`config.mk`:
```
export PLATFORM = sky130hd
export DESIGN_NAME = tm1637_display_arbiter
export DESIGN_NICKNAME = d
export VERILOG_FILES = /design/src/rtl/tm1637_pkg.sv /design/src/rtl/rr_pick.sv /design/src/rtl/tm1637_display_arbiter.sv
export SDC_FILE = /design/constraint.sdc
export NUM_CORES = 1
export LEC_CHECK = 0
export CORE_ASPECT_RATIO = 1.25
export CORE_MARGIN = 8
export CORE_UTILIZATION = 35
export DETAILED_ROUTE_END_ITERATION = 12
export SYNTH_ARGS = -nofsm -noshare
export SYNTH_HDL_FRONTEND = slang
export SYNTH_SLANG_ARGS = --single-unit
```
`constraint.sdc`:
```
create_clock -name clk25 -period 3.2 [get_ports clk25]
set_clock_uncertainty 0.15 [all_clocks]
set_input_delay 0.32 -clock clk25 [delete_from_list [all_inputs] [get_ports clk25]]
set_output_delay 0.32 -clock clk25 [all_outputs]
set_load 0.01 [all_outputs]
```
`src/rtl/tm1637_pkg.sv`:
```
// Shared definitions for TM1637 display blocks: digit geometry, arbiter
// state encoding and a helper for pulling one BCD digit out of a data word.
package tm1637_pkg;

  localparam int DIGITS = 4;
  localparam int DATA_W = 16;

  typedef enum logic [1:0] {
    ST_IDLE = 2'd0,
    ST_HOLD = 2'd1,
    ST_ARB  = 2'd2
  } arb_state_t;

  function automatic logic [3:0] bcd_nibble(input logic [DATA_W-1:0] word,
                                            input int unsigned digit);
    return word[4*digit +: 4];
  endfunction

endpackage

```
`src/rtl/rr_pick.sv`:
```
// Combinational round-robin search: first set bit of req strictly after
// position last, wrapping; last itself is reached only at the end of the lap.
module rr_pick #(
  parameter int N = 4
) (
  input  logic [N-1:0]         req,
  input  logic [$clog2(N)-1:0] last,
  output logic                 hit,
  output logic [$clog2(N)-1:0] idx
);

  logic [$clog2(N)-1:0] w_cand;

  // Walk the lap backwards so the nearest candidate is written last and wins.
  always_comb begin
    hit    = |req;
    idx    = last;
    w_cand = last;
    for (int k = N; k >= 1; k--) begin
      w_cand = $clog2(N)'((int'(last) + k) % N);
      if (req[w_cand]) begin
        idx = w_cand;
      end
    end
  end

endmodule

```
`src/rtl/tm1637_display_arbiter.sv`:
```
// Round-robin owner of a shared 4-digit TM1637 display with a fixed minimum
// ownership time per grant and a one-cycle arbitration gap between owners.
import tm1637_pkg::*;

module tm1637_display_arbiter #(
  parameter int              N_REQ        = 4,
  parameter int              HOLD_CYCLES  = 25_000_000,
  parameter logic [DATA_W-1:0] DEFAULT_DATA = 16'h0000
) (
  input  logic                      clk25,
  input  logic                      rst_n,
  input  logic [N_REQ-1:0]          req,
  input  logic [DATA_W*N_REQ-1:0]   data_in,
  output logic [N_REQ-1:0]          grant,
  output logic [$clog2(N_REQ)-1:0]  owner,
  output logic                      busy,
  output logic [DATA_W-1:0]         data_out
);

  localparam int OW = $clog2(N_REQ);
  localparam int CW = $clog2(HOLD_CYCLES + 1);
  localparam logic [CW-1:0] CNT_LAST = CW'(HOLD_CYCLES - 1);

  arb_state_t          r_state, w_state_next;
  logic [CW-1:0]       r_cnt, w_cnt_next;
  logic [OW-1:0]       r_owner, w_owner_next;
  logic [N_REQ-1:0]    r_grant, w_grant_next;
  logic [DATA_W-1:0]   r_data, w_data_next;

  logic                w_hit;
  logic [OW-1:0]       w_idx;
  logic [DATA_W-1:0]   w_owner_word;
  logic [DATA_W-1:0]   w_owner_data;

  rr_pick #(.N(N_REQ)) u_pick (
    .req  (req),
    .last (r_owner),
    .hit  (w_hit),
    .idx  (w_idx)
  );

  assign w_owner_word = data_in[DATA_W*r_owner +: DATA_W];

  // Digits pass through untouched; non-decimal nibbles are the display's problem.
  for (genvar gi = 0; gi < DIGITS; gi++) begin : g_digit
    assign w_owner_data[4*gi +: 4] = bcd_nibble(w_owner_word, gi);
  end

  always_comb begin
    w_state_next = r_state;
    w_cnt_next   = r_cnt;
    w_owner_next = r_owner;
    w_grant_next = r_grant;
    w_data_next  = r_data;
    case (r_state)
      ST_IDLE, ST_ARB: begin
        w_grant_next = '0;
        w_state_next = ST_IDLE;
        if (w_hit) begin
          w_owner_next         = w_idx;
          w_grant_next[w_idx]  = 1'b1;
          w_cnt_next           = '0;
          w_state_next         = ST_HOLD;
        end
      end
      ST_HOLD: begin
        // Ownership is kept for the full hold even if the owner lets go.
        if (req[r_owner]) begin
          w_data_next = w_owner_data;
        end
        if (r_cnt == CNT_LAST) begin
          w_grant_next = '0;
          w_state_next = ST_ARB;
        end else begin
          w_cnt_next = r_cnt + 1'b1;
        end
      end
      default: begin
        w_grant_next = '0;
        w_state_next = ST_IDLE;
      end
    endcase
  end

  always_ff @(posedge clk25 or negedge rst_n) begin
    if (!rst_n) begin
      r_state <= ST_IDLE;
      r_cnt   <= '0;
      r_owner <= OW'(N_REQ - 1);
      r_grant <= '0;
      r_data  <= DEFAULT_DATA;
    end else begin
      r_state <= w_state_next;
      r_cnt   <= w_cnt_next;
      r_owner <= w_owner_next;
      r_grant <= w_grant_next;
      r_data  <= w_data_next;
    end
  end

  assign grant    = r_grant;
  assign owner    = r_owner;
  assign busy     = (r_state != ST_IDLE);
  assign data_out = r_data;

endmodule

```
== Yosys cells after proc, flatten, opt, wreduce, memory -nomap -nowiden ==
Index checks and enable logic that the tools add are counted.

* Add/sub/neg operators: 5
* Magnitude comparators: 7
* Equal/unequal tests: 6
* Shifts and indexed selects: 1
* Muxes and demuxes: 25
* Reductions and logical operators: 9

{| class="wikitable"
|+ Operator list
! operator !! count
|-
| $shiftx 64x7->16 || 1
|-
| $mux 25 || 2
|-
| $pmux 25 s2 || 1
|-
| $add 25x1->25 const B || 1
|-
| $eq 25x25->1 const B || 1
|-
| $lt 2x3->1 const B || 6
|-
| $bmux 1 s2 || 5
|-
| $mux 2 || 5
|-
| $mux 4 || 2
|-
| $pmux 4 s2 || 1
|-
| $mux 1 || 7
|-
| $add 2x1->2 const B || 2
|-
| $add 2x2->2 const B || 2
|-
| $ne 2x2->1 const B || 2
|-
| $pmux 2 s2 || 1
|-
| $reduce_and 2->1 || 2
|-
| $reduce_bool 2->1 || 2
|-
| $reduce_or 4->1 || 1
|-
| $reduce_and 3->1 || 1
|-
| $demux 1 s2 || 1
|-
| $eq 2x1->1 const B || 1
|-
| $eq 2x2->1 const B || 1
|-
| $ge 2x1->1 const B || 1
|-
| $logic_not 2->1 || 1
|-
| 3 further kinds || 3
|}

* Register bits: 49
* Output and inout port bits: 23

== Depth between registers and ports, before layout ==
Gate-level depths: netlist of the first run.

* Depth in word-level cells: 13
* Depth in mapped cells: 8
* Mapped depth without buffers: 7

== Modules after synthesis ==
Synthesis of the first run repeated with hierarchy kept, for this count alone.

* Cell total of the unflattened synthesis: 264
* Area total of the unflattened synthesis: 2891.5 sq um

{| class="wikitable"
|+ By module, submodules not included
! module !! times used !! cells an instance !! area each (sq um)
|-
| tm1637_display_arbiter || 1 || 252 || 2805.2
|-
| rr_pick || 1 || 12 || 86.3
|}

== Worst setup path after synthesis of the first run ==
Ideal clock, no wire load.

* Path kind: register to register
* Start: reg r_owner[1], in the netlist owner[1]
* End: reg r_data[10], in the netlist data_out[10]
* Library setup time: 0.125 ns
* Data arrival time: 2.004 ns
* Setup slack: 0.921 ns
* Stages on the path, launching flop included: 6
* Buffers on the path: 2
* Period minus slack after synthesis: 2.279 ns
* Cells stage by stage: dfstp_2 -> clkbuf_1 -> mux2_2 -> o211ai_2 -> buf_2 -> mux2_2

* Word-level cells in the longest chain between the ends: 3
* Elaborated cells on any way between the ends: 4
* Those cells by class: shift: 1; mux: 2; reduce/logical: 1

{| class="wikitable"
|+ RTL lines
! what !! line !! text
|-
| start, declared || tm1637_display_arbiter.sv:26 || <nowiki>logic [OW-1:0] r_owner, w_owner_next;</nowiki>
|-
| start signal, assigned || tm1637_display_arbiter.sv:89 || <nowiki>r_owner <= OW'(N_REQ - 1);</nowiki>
|-
| start signal, assigned || tm1637_display_arbiter.sv:95 || <nowiki>r_owner <= w_owner_next;</nowiki>
|-
| branches (longest 3 deep; another with $shiftx 64x7->16) || - ||
|-
| end signal, assigned || tm1637_display_arbiter.sv:97 || <nowiki>r_data <= w_data_next;</nowiki>
|-
| end, declared || tm1637_display_arbiter.sv:28 || <nowiki>logic [DATA_W-1:0] r_data, w_data_next;</nowiki>
|}

Parallel ways; which one is timed is not known. The select of a mux whose other input is x is not followed.
A chain may end at the register's enable or synchronous reset.

== Final worst setup path of the first run ==
* Start: reg r_owner[1], in the netlist owner[1]
* End: reg r_data[5], in the netlist data_out[5]

The elaborated chain is that of the path after synthesis.

==> impl_metrics.yaml, run 1 <==
outcome:
  status: "finished clean"
sta:
  whs_ns: 0.0523
  layout_setup_ws_ns: 0.618
  rsz0062_at_grt: "no"
  relSlewSlack_pct: 29.0
  setup_viol: 0
  hold_viol: 0
  finalCritPeriodShare_pct: 80.7
  drv_slew: 0
  worst_slew_pin_slew_ns: 1.07
  period_minus_slack_ns: 2.58
  fin_setup_tns_ns: 0
  fmax_mhz: 387
global_routing:
  grt_pass1_vias: 2282
  grt_pass1_wl_mm: 12.0
  grt-ovfl-total: 0
  grt_antenna_before_repair: 0
  grt_max_degree: 50
  track_usage_pct: 13.6
logic_synthesis:
  synthSimpleGateAreaFrac_pct: 19.3
  synth_edf_count: 0
  syn_inst: 255
  synth_compound_area_share_pct: 8.20
  syn_nets: 326
  ys_ff_latch: 49
  synth_area_um2: 2780
  synth_xor_area_share_pct: 3.15
  syn_avg_cell_area_um2: 10.9
  yosysWarnings: 0
  muxShareOfSynthArea_pct: 21.4
  synth_cell_type_count: 42
  yosysSeqAreaShare_pct: 44.2
  synthAdderAreaFrac_pct: 0.450
  yosys_most_used_dff: "dfrtp_1"
  synthArstFlopShare_pct: 100
  synth_top_family_by_area: "multiplexers"
hold_path:
  hold_class: "in -> async"
critical_path:
  crit_type: "reg -> reg"
  rrSetupSlack_ns: 0.62
  reg2reg_from: "owner[1]"
  ff2ff_path_depth: 4
  cp.arrival_ns: 2.62
  end_kind: "flip-flop"
  critPathMaxFanout: 26
  start_kind: "flip-flop"
  required_ns: 3.24
  r2r-end: "data_out[5]"
cts:
  cts_hold_buf: 0
  cts_buffers: 5
  post-cts-setup-buffers: 0
  cts_tree: "yes"
  clock_latency_ns: 0.30
  cts_resized: 0
  clockBufferDepth: 2
  cts.htree.levels: 2
  clock_sinks: 49
  clkTransAtPathRegs_ns: 0.09
  cts_root_buffer: "clkbuf_8"
pwr:
  p_sw_uw: 476
  swShare_pct: 28.1
  internal-power_mw: 1.22
  power_mw: 1.69
  p_per_area_nw_per_um2: 437
  pwr-share-seq_pct: 48.5
  power_frac_clock_pct: 22.4
  power_frac_comb_pct: 29.1
  peakVddDrop_uv: 200
  p_leak_nw: 1.52
routing:
  drtIter0Drc: 77
  wl_per_cell_um: 17.1
  drt-total-wl_mm: 7.50
  drcViolationCount: 0
  vias_per_cell: 5.26
  vias: 2310
  drtAntennaViolNets: 0
  drt_pre_antenna_iters: 4
placed_design:
  place.gp.congestion: 0.770
  port_buffers: 92
  dp.cells: 431
  detailedPlacementHpwl_mm: 5.89
  placed_area_um2: 3780
  pre_cts_ws_ns: 0.556
die:
  start_util_pct: 35.9
  chipWidth_um: 95.7
  die_area_um2: 11100
  core-area_um2: 7750
  rows: 36
  top_level_ports: 93
  die_y_um: 116
final_layout:
  post-route-util_pct: 50.0
  fin_cells: 439
  layout.nets: 414
  fill_cells: 732
  diodes: 0
  stdcell_area_um2: 3870
  drive_above_1_share_pct: 16.0
  syn_to_final_growth_pct: 39.4
flow_run:
  cap_viol_max_count: 0
-- cells by family after synthesis --
kind of cell / after synthesis
buffers and inverters: 21
flip-flops: 49
XOR/XNOR: 10
AO/OA/AOI/OAI: 36
AND/OR/NAND/NOR: 101
multiplexers: 37
adder cells (fa/ha/maj): 1
-- area by class of cell --
cell class / instances / area, um^2 / area share, %
sequential: 49 / 1230 / 31.7
clock inverter: 2 / 13.8 / 0.355
multi-input combinational: 185 / 1460 / 37.7
tap: 95 / 119 / 3.07
timing repair buffer: 96 / 946 / 24.4
inverter: 6 / 22.5 / 0.582
clock buffer: 6 / 82.6 / 2.13
-- how the worst max path moves through the flow --
stage          depth (start not counted)            to  startpoint  slack [ns]
4_1_cts                                4   data_out[5]    owner[1]        0.59
2_1_floorplan                          5  data_out[10]    owner[1]        0.92
3_3_place_gp                           7      r_cnt[9]      req[3]        0.60
5_1_grt                                4   data_out[6]    owner[1]        0.49
3_5_place_dp                           7     r_cnt[11]      req[3]        0.56
6_report                               4   data_out[5]    owner[1]        0.62
-- sequential cells by signal, summed over array words and instances (netlist names) --
| register | cells |
|---|---|
| r_state | 2 |
| r_cnt | 25 |
| data_out | 16 |
| grant | 4 |
| owner | 2 |
-- synth_stat cells, types with 2 or more instances --
cell type / instances / area share (%)
a21oi_1: 11 / 2.0
a22o_1: 2 / 0.63
and2_1: 4 / 0.90
and3_1: 4 / 0.90
and4_1: 2 / 0.63
buf_1: 3 / 0.41
buf_2: 4 / 0.72
clkbuf_1: 7 / 0.95
dfrtp_1: 47 / 42
dfstp_2: 2 / 1.9
inv_1: 6 / 0.81
mux2_2: 18 / 7.3
mux2i_1: 3 / 1.1
mux4_2: 16 / 13
nand2_1: 25 / 3.4
nand2b_1: 2 / 0.45
nand3_1: 8 / 1.4
nand4_1: 5 / 1.1
nor2_1: 19 / 2.6
nor2b_1: 2 / 0.45
nor3_1: 2 / 0.36
nor4_1: 10 / 2.3
o21ai_0: 10 / 1.8
o31ai_1: 6 / 1.6
or2_2: 3 / 0.68
or3_1: 5 / 1.1
or4_1: 5 / 1.4
xnor2_1: 10 / 3.2
-- power groups by stage --
stage / combinational, mW / clock [mW] / sequential (mW)
2_1_floorplan: 0.212 / 0 / 0.833
3_3_place_gp: 0.495 / 0 / 0.828
3_5_place_dp: 0.501 / 0 / 0.831
4_1_cts: 0.502 / 0.399 / 0.821
5_1_grt: 0.535 / 0.419 / 0.842
6_report: 0.492 / 0.379 / 0.820
-- cells in the final DEF, fill, tap and decap left out, types with 4 or more instances in the layout --
master and count:
a21oi_1 11, or4_1 5, o21ai_0 10, nand2_1 25
xnor2_1 10, buf_4 4, mux4_2 16, o31ai_1 6
inv_1 6, nor4_1 10, or3_1 5, clkbuf_8 6
nand4_1 5, nand3_1 8, mux2_2 18, dfrtp_1 47
nor2_1 18, clkdlybuf4s50_1 91, and3_1 4, and2_1 4
-- metal layers --
layer	vias up	routed length [um]	track usage (%)
met5	-	0	0
met4	0	142	4.93
met3	12	725	3.76
met2	84	3270	20.6
met1	1092	3360	18.0
li1	1122	-	-
-- worst max-delay path, cell delays in order, from the launching register on --
cell	delay, ns
dfstp_2	0.90
mux2_2	0.41
o211ai_2	0.39
buf_4	0.27
mux2_2	0.35
Power figures use the tool's default switching activity.
==> inputs of run 2 (changes only) <==
==> constraint.sdc (replaced) <==
create_clock -name clk25 -period 2.4 [get_ports clk25]
set_clock_uncertainty 0.15 [all_clocks]
set_input_delay 0.24 -clock clk25 [delete_from_list [all_inputs] [get_ports clk25]]
set_output_delay 0.24 -clock clk25 [all_outputs]
set_load 0.01 [all_outputs]
==> run 2 against run 1 <==
Against the previous run: worst setup slack got worse by 0.47 ns; cell count grew 3.9%; core utilization up 1.8 points; routed wire length rose by 3.3%; largest power group unchanged; sequential power rose by 33%; sequential cell count unchanged; register-to-register slack worse by 0.47 ns; combinational power rose by 39%; non-clock buffer count grew 17.
==> impl_metrics.yaml, run 2 (same netlist as run 1, synthesis figures left out) <==
outcome:
  status: "finished clean"
final_layout:
  diodes: 0
  stdcell_area_um2: 4020
  fill_cells: 689
  layout.nets: 431
  largest_reg_flops: 25
  layout_commonest_cell: "clkdlybuf4s50_1"
  fin_cells: 456
  drive_above_1_share_pct: 19.4
  syn_to_final_growth_pct: 44.5
  final_cell_mix: "clkdlybuf4s50_1, dfrtp_1, nand2_1"
  registers.top_by_ff_count: "r_cnt"
sta:
  relSlewSlack_pct: 62.5
  fmax_mhz: 444
  finalCritPeriodShare_pct: 93.8
  fin_setup_tns_ns: 0
  whs_ns: 0.311
  period_minus_slack_ns: 2.25
  layout_setup_ws_ns: 0.149
  drv_slew: 0
  worst_slew_pin_slew_ns: 0.562
  setup_viol: 0
  hold_viol: 0
  rsz0062_at_grt: "no"
critical_path:
  end_kind: "flip-flop"
  critical-path-max-stage-delay_ns: 0.53
  cp.arrival_ns: 2.33
  crit_type: "reg -> reg"
  r2r-end: "r_cnt[11]"
  crit_slowest_cell: "or4_1"
  rrSetupSlack_ns: 0.15
  critPathMaxFanout: 18
  cp_cell_sequence: "ha_1 -> and3_1 -> and2_1 -> a31o_2 -> or4_1 -> a21oi_1"
  ff2ff_path_depth: 6
  start_kind: "flip-flop"
  required_ns: 2.48
  reg2reg_from: "r_cnt[0]"
cts:
  cts.htree.levels: 2
  clkTransAtPathRegs_ns: 0.09
  clock_latency_ns: 0.30
  cts_root_buffer: "clkbuf_8"
  clockBufferDepth: 2
  post-cts-setup-buffers: 0
  cts_tree: "yes"
  clock_sinks: 49
  cts_buffers: 5
routing:
  drt-total-wl_mm: 7.75
  wl_per_cell_um: 17.0
  drcViolationCount: 0
  vias: 2414
  vias_per_cell: 5.29
  drtIter0Drc: 120
  drtAntennaViolNets: 0
  drt_pre_antenna_iters: 4
placed_design:
  pre_cts_ws_ns: -0.100
  dp.cells: 447
  detailedPlacementHpwl_mm: 6.05
  port_buffers: 92
  place.gp.congestion: 0.789
  placed_area_um2: 3920
die:
  rows: 36
  core-area_um2: 7750
  chipWidth_um: 95.7
  start_util_pct: 35.9
  top_level_ports: 93
  die_y_um: 116
  die_area_um2: 11100
pwr:
  p_per_area_nw_per_um2: 558
  peakVddDrop_uv: 256
  p_leak_nw: 1.61
hold_path:
  hold_class: "in -> async"
global_routing:
  grt_pass1_wl_mm: 12.6
  track_usage_pct: 14.2
  grt_pass1_vias: 2528
  grt-ovfl-total: 0
  grt_antenna_before_repair: 0
  grt_max_degree: 25
flow_run:
  cap_viol_max_count: 0
==> run 2: worst max path at each step <==
stage	from	endpoint	slack, ns	depth (start not counted)
floorplan	owner[1]	data_out[10]	0.12	5
global placement	req[3]	r_cnt[9]	-0.05	7
detailed placement	req[0]	r_cnt[11]	-0.10	7
CTS	r_cnt[0]	r_cnt[11]	0.08	6
global route	r_cnt[0]	r_cnt[9]	0.04	6
finish	r_cnt[0]	r_cnt[11]	0.15	6
==> run 2: through the flow <==
| stage | utilization, % | power, mW |
|---|---|---|
| global placement | 50.6 | 1.79 |
| global route | 51.8 | 2.38 |
| floorplan | - | 1.39 |
| detailed placement | 50.6 | 1.80 |
| finish | 51.8 | 2.24 |
| CTS | 51.8 | 2.28 |
==> run 2: where the power goes <==
group	internal [mW]	switching [mW]
registers	0.969	0.122
clock network	0.205	0.260
logic	0.440	0.244
total	1.61	0.626
==> run 2: worst max-delay path: cells and delay by family, from the launching register on <==
family	cells	cell delay, ns
compound gates	2	0.51
flops	1	0.41
simple gates	3	0.89
fa+ha+maj	1	0.22
==> run 2: area by class of cell <==
cell class	instances	area (um^2)	share of cell area (%)
timing repair buffer	113	1100	27.4
multi-input combinational	185	1460	36.4
inverter	6	22.5	0.561
tap	95	119	2.96
clock inverter	1	5.00	0.125
sequential	49	1230	30.6
clock buffer	7	76.3	1.90
==> run 2: what timing repair did <==
action | CTS | global route
endpoints found under the hold margin | 22 | 0
gates resized for setup | 0 | 2
hold buffers | 1 | 0
setup endpoints to repair | 0 | 13
==> run 2: layer usage <==
| layer | GRT usage, % | wire (um) |
|---|---|---|
| met1 | 18.5 | 3500 |
| met2 | 22.6 | 3440 |
| met3 | 3.76 | 729 |
| met4 | 3.70 | 82 |
| met5 | 0 | 0 |
